$ cat config.mk
export PLATFORM = sky130hd
export DESIGN_NAME = fir_mac_scheduler_flat
export DESIGN_NICKNAME = d
export VERILOG_FILES = /design/src/rtl/fir_pkg.sv /design/src/rtl/fir_mac_scheduler_if.sv /design/src/rtl/fir_mac_unit.sv /design/src/rtl/fir_mac_scheduler.sv /design/src/flat_wrapper.sv
export SDC_FILE = /design/constraint.sdc
export NUM_CORES = 1
export LEC_CHECK = 0
export CAP_MARGIN = 20
export CORE_ASPECT_RATIO = 1.5
export CORE_MARGIN = 2
export CORE_UTILIZATION = 47
export DETAILED_ROUTE_END_ITERATION = 6
export PLACE_DENSITY = 0.69
export SLEW_MARGIN = 20
export SYNTH_ARGS = -nofsm -noshare
export SYNTH_HDL_FRONTEND = slang
export SYNTH_HIERARCHICAL = 1
export SYNTH_SLANG_ARGS = --single-unit
$ cat constraint.sdc
create_clock -name clk -period 16.4 [get_ports clk]
set_clock_uncertainty 0.05 [all_clocks]
set_input_delay 3.28 -clock clk [delete_from_list [all_inputs] [get_ports clk]]
set_output_delay 3.28 -clock clk [all_outputs]
set_load 0.01 [all_outputs]
$ cat src/rtl/fir_pkg.sv
// Shared types and helpers for the time-multiplexed FIR scheduler.
// Optional build macro: FIR_SCHED_SAT_EN selects saturating output conversion; otherwise the result wraps.
// Pure declarations; no timing or flow-control behaviour of its own.
package fir_pkg;

  typedef enum logic [1:0] {
    IDLE = 2'd0,
    MAC  = 2'd1,
    OUT  = 2'd2
  } state_t;

  // Full-precision accumulator width: product width plus growth for TAPS additions.
  function automatic int acc_width(input int data_w, input int coef_w, input int taps);
    return data_w + coef_w + $clog2(taps);
  endfunction

  // Accumulator to output conversion. The caller keeps the low out_w bits of the result.
  function automatic logic signed [63:0] conv(input logic signed [63:0] acc, input int out_w);
`ifdef FIR_SCHED_SAT_EN
    logic signed [63:0] hi;
    logic signed [63:0] lo;
    hi = (64'sd1 <<< (out_w - 1)) - 64'sd1;
    lo = -hi - 64'sd1;
    if (acc > hi) return hi;
    if (acc < lo) return lo;
    return acc;
`else
    // Sign-extend from bit out_w-1 so the value matches a two's-complement wrap.
    return (acc <<< (64 - out_w)) >>> (64 - out_w);
`endif
  endfunction

endpackage

$ cat src/rtl/fir_mac_scheduler_if.sv
// Sample-in / result-out streams and coefficient write port of the FIR scheduler.
// Latency: none; pure wiring bundle.
// Backpressure: s_ready stalls the source, m_ready stalls the result register.
interface fir_mac_scheduler_if #(
  parameter int TAPS   = 4,
  parameter int DATA_W = 8,
  parameter int COEF_W = 8,
  parameter int OUT_W  = 16
);
  localparam int AW = $clog2(TAPS);

  logic                     s_valid;
  logic                     s_ready;
  logic signed [DATA_W-1:0] s_data;
  logic                     coef_we;
  logic [AW-1:0]            coef_addr;
  logic signed [COEF_W-1:0] coef_wdata;
  logic                     m_valid;
  logic                     m_ready;
  logic signed [OUT_W-1:0]  m_data;
  logic                     busy;

  // Sample source / result consumer side.
  modport master (
    output s_valid, s_data, coef_we, coef_addr, coef_wdata, m_ready,
    input  s_ready, m_valid, m_data, busy
  );

  // Filter side.
  modport slave (
    input  s_valid, s_data, coef_we, coef_addr, coef_wdata, m_ready,
    output s_ready, m_valid, m_data, busy
  );
endinterface

$ cat src/rtl/fir_mac_unit.sv
// Registered signed multiply-accumulate shared by all filter taps.
// Latency: one cycle per product; acc_nxt exposes the sum that the next edge will store.
// Backpressure: none; clr and en are driven by the scheduler.
module fir_mac_unit #(
  parameter int DATA_W = 8,
  parameter int COEF_W = 8,
  parameter int ACC_W  = 18
) (
  input  logic                     clk,
  input  logic                     rst,
  input  logic                     clr,
  input  logic                     en,
  input  logic signed [DATA_W-1:0] a,
  input  logic signed [COEF_W-1:0] b,
  output logic signed [ACC_W-1:0]  acc,
  output logic signed [ACC_W-1:0]  acc_nxt
);
  localparam int PW = DATA_W + COEF_W;

  logic signed [PW-1:0] prod;

  assign prod    = PW'(a) * PW'(b);
  assign acc_nxt = acc + ACC_W'(prod);

  // Accumulator: clear starts a new output, enable adds one tap product.
  always_ff @(posedge clk) begin
    if (rst) begin
      acc <= '0;
    end else if (clr) begin
      acc <= '0;
    end else if (en) begin
      acc <= acc_nxt;
    end
  end
endmodule

$ cat src/rtl/fir_mac_scheduler.sv
// Time-multiplexed FIR: one MAC stepped over TAPS taps; build macro FIR_SCHED_SAT_EN saturates the output.
// Latency: m_valid rises TAPS cycles after the sample accept; one sample per TAPS+2 cycles at best.
// Backpressure: s_ready only in IDLE; the result is held in OUT until m_ready.
module fir_mac_scheduler
  import fir_pkg::*;
#(
  parameter int TAPS   = 4,
  parameter int DATA_W = 8,
  parameter int COEF_W = 8,
  parameter int OUT_W  = 16
) (
  input logic               clk,
  input logic               rst,
  fir_mac_scheduler_if.slave bus
);
  localparam int AW    = $clog2(TAPS);
  localparam int ACC_W = acc_width(DATA_W, COEF_W, TAPS);

  state_t                   state;
  logic [AW-1:0]            idx;
  logic signed [DATA_W-1:0] dly    [TAPS];
  logic signed [COEF_W-1:0] shadow [TAPS];
  logic signed [COEF_W-1:0] active [TAPS];
  logic signed [ACC_W-1:0]  acc;
  logic signed [ACC_W-1:0]  acc_nxt;
  logic                     accept;
  logic                     last_tap;
  logic                     wr_ok;

  assign bus.s_ready = (state == IDLE) && !rst;
  assign bus.busy    = (state != IDLE);
  assign accept      = bus.s_valid && bus.s_ready;
  assign last_tap    = (idx == AW'(TAPS - 1));

  // Addresses past the last tap are dropped; with a power-of-two TAPS every address is valid.
  if ((1 << AW) == TAPS) begin : g_addr_full
    assign wr_ok = bus.coef_we;
  end else begin : g_addr_part
    assign wr_ok = bus.coef_we && (bus.coef_addr < AW'(TAPS));
  end

  fir_mac_unit #(
    .DATA_W (DATA_W),
    .COEF_W (COEF_W),
    .ACC_W  (ACC_W)
  ) u_mac (
    .clk     (clk),
    .rst     (rst),
    .clr     (accept),
    .en      (state == MAC),
    .a       (dly[idx]),
    .b       (active[idx]),
    .acc     (acc),
    .acc_nxt (acc_nxt)
  );

  // Control FSM: accept a sample, walk the taps, then hold the result until taken.
  always_ff @(posedge clk) begin
    if (rst) begin
      state       <= IDLE;
      idx         <= '0;
      bus.m_valid <= 1'b0;
      bus.m_data  <= '0;
    end else begin
      case (state)
        IDLE: begin
          if (accept) begin
            idx   <= '0;
            state <= MAC;
          end
        end
        MAC: begin
          if (last_tap) begin
            // acc_nxt already contains the final tap product.
            bus.m_data  <= OUT_W'(conv(64'(acc_nxt), OUT_W));
            bus.m_valid <= 1'b1;
            state       <= OUT;
          end else begin
            idx <= idx + AW'(1);
          end
        end
        OUT: begin
          if (bus.m_ready) begin
            bus.m_valid <= 1'b0;
            state       <= IDLE;
          end
        end
        default: state <= IDLE;
      endcase
    end
  end

  // Sample delay line: shifts once per accepted sample, newest at index 0.
  always_ff @(posedge clk) begin
    if (rst) begin
      for (int k = 0; k < TAPS; k++) dly[k] <= '0;
    end else if (accept) begin
      dly[0] <= bus.s_data;
      for (int k = 1; k < TAPS; k++) dly[k] <= dly[k-1];
    end
  end

  // Coefficient banks: writes land in shadow; active is refreshed only on accept, merging a same-cycle write.
  always_ff @(posedge clk) begin
    if (rst) begin
      for (int k = 0; k < TAPS; k++) begin
        shadow[k] <= '0;
        active[k] <= '0;
      end
    end else begin
      if (wr_ok) shadow[bus.coef_addr] <= bus.coef_wdata;
      if (accept) begin
        for (int k = 0; k < TAPS; k++) begin
          active[k] <= (wr_ok && (bus.coef_addr == AW'(k))) ? bus.coef_wdata : shadow[k];
        end
      end
    end
  end
endmodule

$ cat src/flat_wrapper.sv
// flat-port wrapper written by rule: the top's interface ports become plain ports
module fir_mac_scheduler_flat import fir_pkg::*;
#(
  parameter int TAPS   = 4,
  parameter int DATA_W = 8,
  parameter int COEF_W = 8,
  parameter int OUT_W  = 16
)
  (clk, rst, bus_s_valid, bus_s_data, bus_coef_we, bus_coef_addr, bus_coef_wdata, bus_m_ready, bus_s_ready, bus_m_valid, bus_m_data, bus_busy);
  fir_mac_scheduler_if #(.TAPS(TAPS), .DATA_W(DATA_W), .COEF_W(COEF_W), .OUT_W(OUT_W)) bus_i ();
  input logic clk;
  input logic rst;
  input wire logic [$bits(bus_i.s_valid)-1:0] bus_s_valid;
  input wire logic [$bits(bus_i.s_data)-1:0] bus_s_data;
  input wire logic [$bits(bus_i.coef_we)-1:0] bus_coef_we;
  input wire logic [$bits(bus_i.coef_addr)-1:0] bus_coef_addr;
  input wire logic [$bits(bus_i.coef_wdata)-1:0] bus_coef_wdata;
  input wire logic [$bits(bus_i.m_ready)-1:0] bus_m_ready;
  output wire logic [$bits(bus_i.s_ready)-1:0] bus_s_ready;
  output wire logic [$bits(bus_i.m_valid)-1:0] bus_m_valid;
  output wire logic [$bits(bus_i.m_data)-1:0] bus_m_data;
  output wire logic [$bits(bus_i.busy)-1:0] bus_busy;
  assign bus_i.s_valid = bus_s_valid;
  assign bus_i.s_data = bus_s_data;
  assign bus_i.coef_we = bus_coef_we;
  assign bus_i.coef_addr = bus_coef_addr;
  assign bus_i.coef_wdata = bus_coef_wdata;
  assign bus_i.m_ready = bus_m_ready;
  assign bus_s_ready = bus_i.s_ready;
  assign bus_m_valid = bus_i.m_valid;
  assign bus_m_data = bus_i.m_data;
  assign bus_busy = bus_i.busy;
  fir_mac_scheduler #(.TAPS(TAPS), .DATA_W(DATA_W), .COEF_W(COEF_W), .OUT_W(OUT_W)) u_core (.clk(clk), .rst(rst), .bus(bus_i));
endmodule
==> impl_results.md <==
- Outcome: finished, final reports clean
- Initial DRT Pass Iterations: 4
- CTS sink cnt: 135
- Fmax: 120.8 MHz
- Clock Latency Late Sink: 410 ps
- CTS root buf: clkbuf_16
- Area of the multi-input gates: 4578 um^2
- Peak VDD IR: 0.09919 mV
- CP Buf/Inv Count: 4
- Dpl cells: 1,019
- Max Cap Violations: 0
- Hold Buf Count CTS: 0
- Pre-CTS setup slack: 8137 ps
- Crit path launch type: input port
- Largest stage delay on the critical path: 590 ps
- Gpl congestion: 0.8133
- Largest net degree at the start of global routing: 65
- Min cycle time layout: 8279 ps
- WL final: 16,570 um
- Crit path DAT: 4950 ps
- Gr usage total: 0.1799
- Top delay family on crit path: buffers and inverters
- Hold Vio Cnt, Final: 0
- Max Slew Vio Count: 0
- Post-Syn Area: 8766 um^2
- Core area: 18,390 um^2
- Max H-tree Level: 4
- Worst slew pin tran: 984.1 ps
- Reported leakage power: 4.360 nW
- Sum Neg Setup Slack: 0 ps
- Worst-path fanout max: 34
- Fin nets: 924
- Final setup fails: 0
- Post-CTS Resized: 0
- CP Class: input port to primary output
- Setup crit end kind: primary output
- Layout cells sized above 1: 0.09011
- DRC violations left: 0
- IO Port Bufs: 41
- Global Route met3 Usage: 0.02960
- CP required: 13,070 ps
- Syn avg cell area: 11.61 um^2
- Hold Path Class: flop to flop
- Clock Path Buffers: 2
- Setup ws final: 8121 ps
- Grt total ovfl: 0
- GRT met2 Usage: 0.3466
- Final period utilization: 0.5048
- Setup Fix Bufs, Post-CTS: 0
- WL/cell: 15.75 um
- Fin cells: 1,052
- Mapped Cells: 755
- Filler cells: 1,571
- CTS Buf Count: 17
- Met1 Track Usage GR: 0.1953
- TritonCTS clock tree: done
- Via/cell ratio: 5.043
- Io pins: 42
- Worst-path clk slew: 60 ps
- Cell row count: 61
- Area Growth Syn to Fin: 13.60%
- RSZ-0062 raised after global routing: false
- Crit-path slowest cell: clkdlybuf4s50_1
- Dpl hpwl: 12,390 um
- Initial antenna violation count: 1
- Die W: 115.5 um
- Synthesis Warnings: 6
- First-pass GRT wire length: 27,220 um
- Detailed Route Iter0 Violations: 273
- Max transition margin: 0.3419
- Antenna-violating nets left: 0
- Vias in the first global route: 5,511
- Cell Chain, Critical Path: clkdlybuf4s50_1 -> buf_4 -> nor2_2 -> buf_4 -> clkdlybuf4s50_1
- Top Usage Layer GRT: met2
- Die footprint: 19,780 um^2
- Initial Util: 0.4766
- Die height: 171.3 um
- Vias: 5,305
- Storage element area: 3664 um^2
- Post-Syn Nets: 893
- Power Density: 140.4 nW/um^2
stage by stage:
| stage | util | instance area [um^2] | power (mW) | hold WS [ps] |
|---|---|---|---|---|
| 6_report | 0.5414 | 9958 | 1.399 | 405.6 |
| 5_1_grt | 0.5413 | 9956 | 1.499 | 424.1 |
| 3_5_place_dp | 0.5075 | 9335 | 1.012 | 399.4 |
| 4_1_cts | 0.5413 | 9956 | 1.416 | 407.6 |
| 3_3_place_gp | 0.5075 | 9335 | 1.001 | 398.9 |
| 2_1_floorplan | - | 8766 | 0.8729 | 410.4 |
layout by cell type, fill, tap and decap left out, types with 2 or more instances in the layout:
master           count
nand2_1             77
buf_4                5
a31oi_2              2
dfxtp_1             39
nand3b_1             3
a21oi_2              6
xor2_1               2
inv_4                2
a21oi_1             32
mux4_2              16
nand4_1              2
a311o_1              2
nor4_1               2
inv_1               86
fa_1                76
bufinv_16            2
clkdlybuf4s50_1     41
inv_6                2
mux2i_1             38
nor3_1               2
clkbuf_8             2
and3_1              33
or2_2                3
and4_1               2
ha_1                39
nand3_1              3
a211oi_1             2
clkinv_2             2
clkbuf_16           19
nor3b_1              3
o21bai_1             3
edfxtp_1            96
clkinv_1             2
nor2_1              52
a21o_1               4
nand2b_1             8
and2_1              62
xnor2_1              8
registers in the layout (all words and copies together), names as in the netlist, named ones only:
register and count:
u_core/bus.m_data 16, u_core/dly 32, u_core/u_mac/acc 16, u_core/bus.m_valid 1, u_core/state 2, u_core/idx 2, u_core/active 32, u_core/shadow 32
worst register-to-register path, stage by stage (launching register included):
cell	delay, ps
dfxtp_1	840
mux4_2	510
and2_1	560
inv_1	120
fa_1	500
inv_1	60
fa_1	500
fa_1	580
fa_1	450
fa_1	450
ha_1	350
a21oi_4	220
o211ai_4	120
a31oi_2	270
nor4_1	90
a311o_1	320
routing by layer:
metal  vias to the layer above  routed length, um
li1                       2589                  -
met1                      2647               6284
met2                        53               9720
met3                        16                283
met4                         0                278
met5                         -                  0
layout make-up:
type | instances | share of cell area
antenna | 1 | 0.0002513
clock buffer | 23 | 0.05139
clock inverter | 9 | 0.01093
inverter | 88 | 0.03317
multi-input combinational | 498 | 0.4597
sequential | 135 | 0.3679
tap | 252 | 0.03166
timing repair buffer | 46 | 0.04498
power breakdown:
part / leakage (nW) / internal, mW / switching [mW]
sequential: 1.31 / 0.393 / 0.0129
combinational: 2.74 / 0.246 / 0.348
clock: 0.312 / 0.252 / 0.146
total: 4.36 / 0.892 / 0.507
path summary, 6_finish.rpt:
kind | start | to | cells past startpoint | slack, ps
min | u_core/bus.m_data[3] | u_core/bus.m_data[3] | 2 | 410
max reg2reg | flop | u_core/u_mac/acc[14] | 15 | 10270
min reg2reg | u_core/bus.m_data[3] | u_core/bus.m_data[3] | 2 | 410
max | rst | bus_s_ready | 5 | 8120
(Power assumes the default switching activity.)
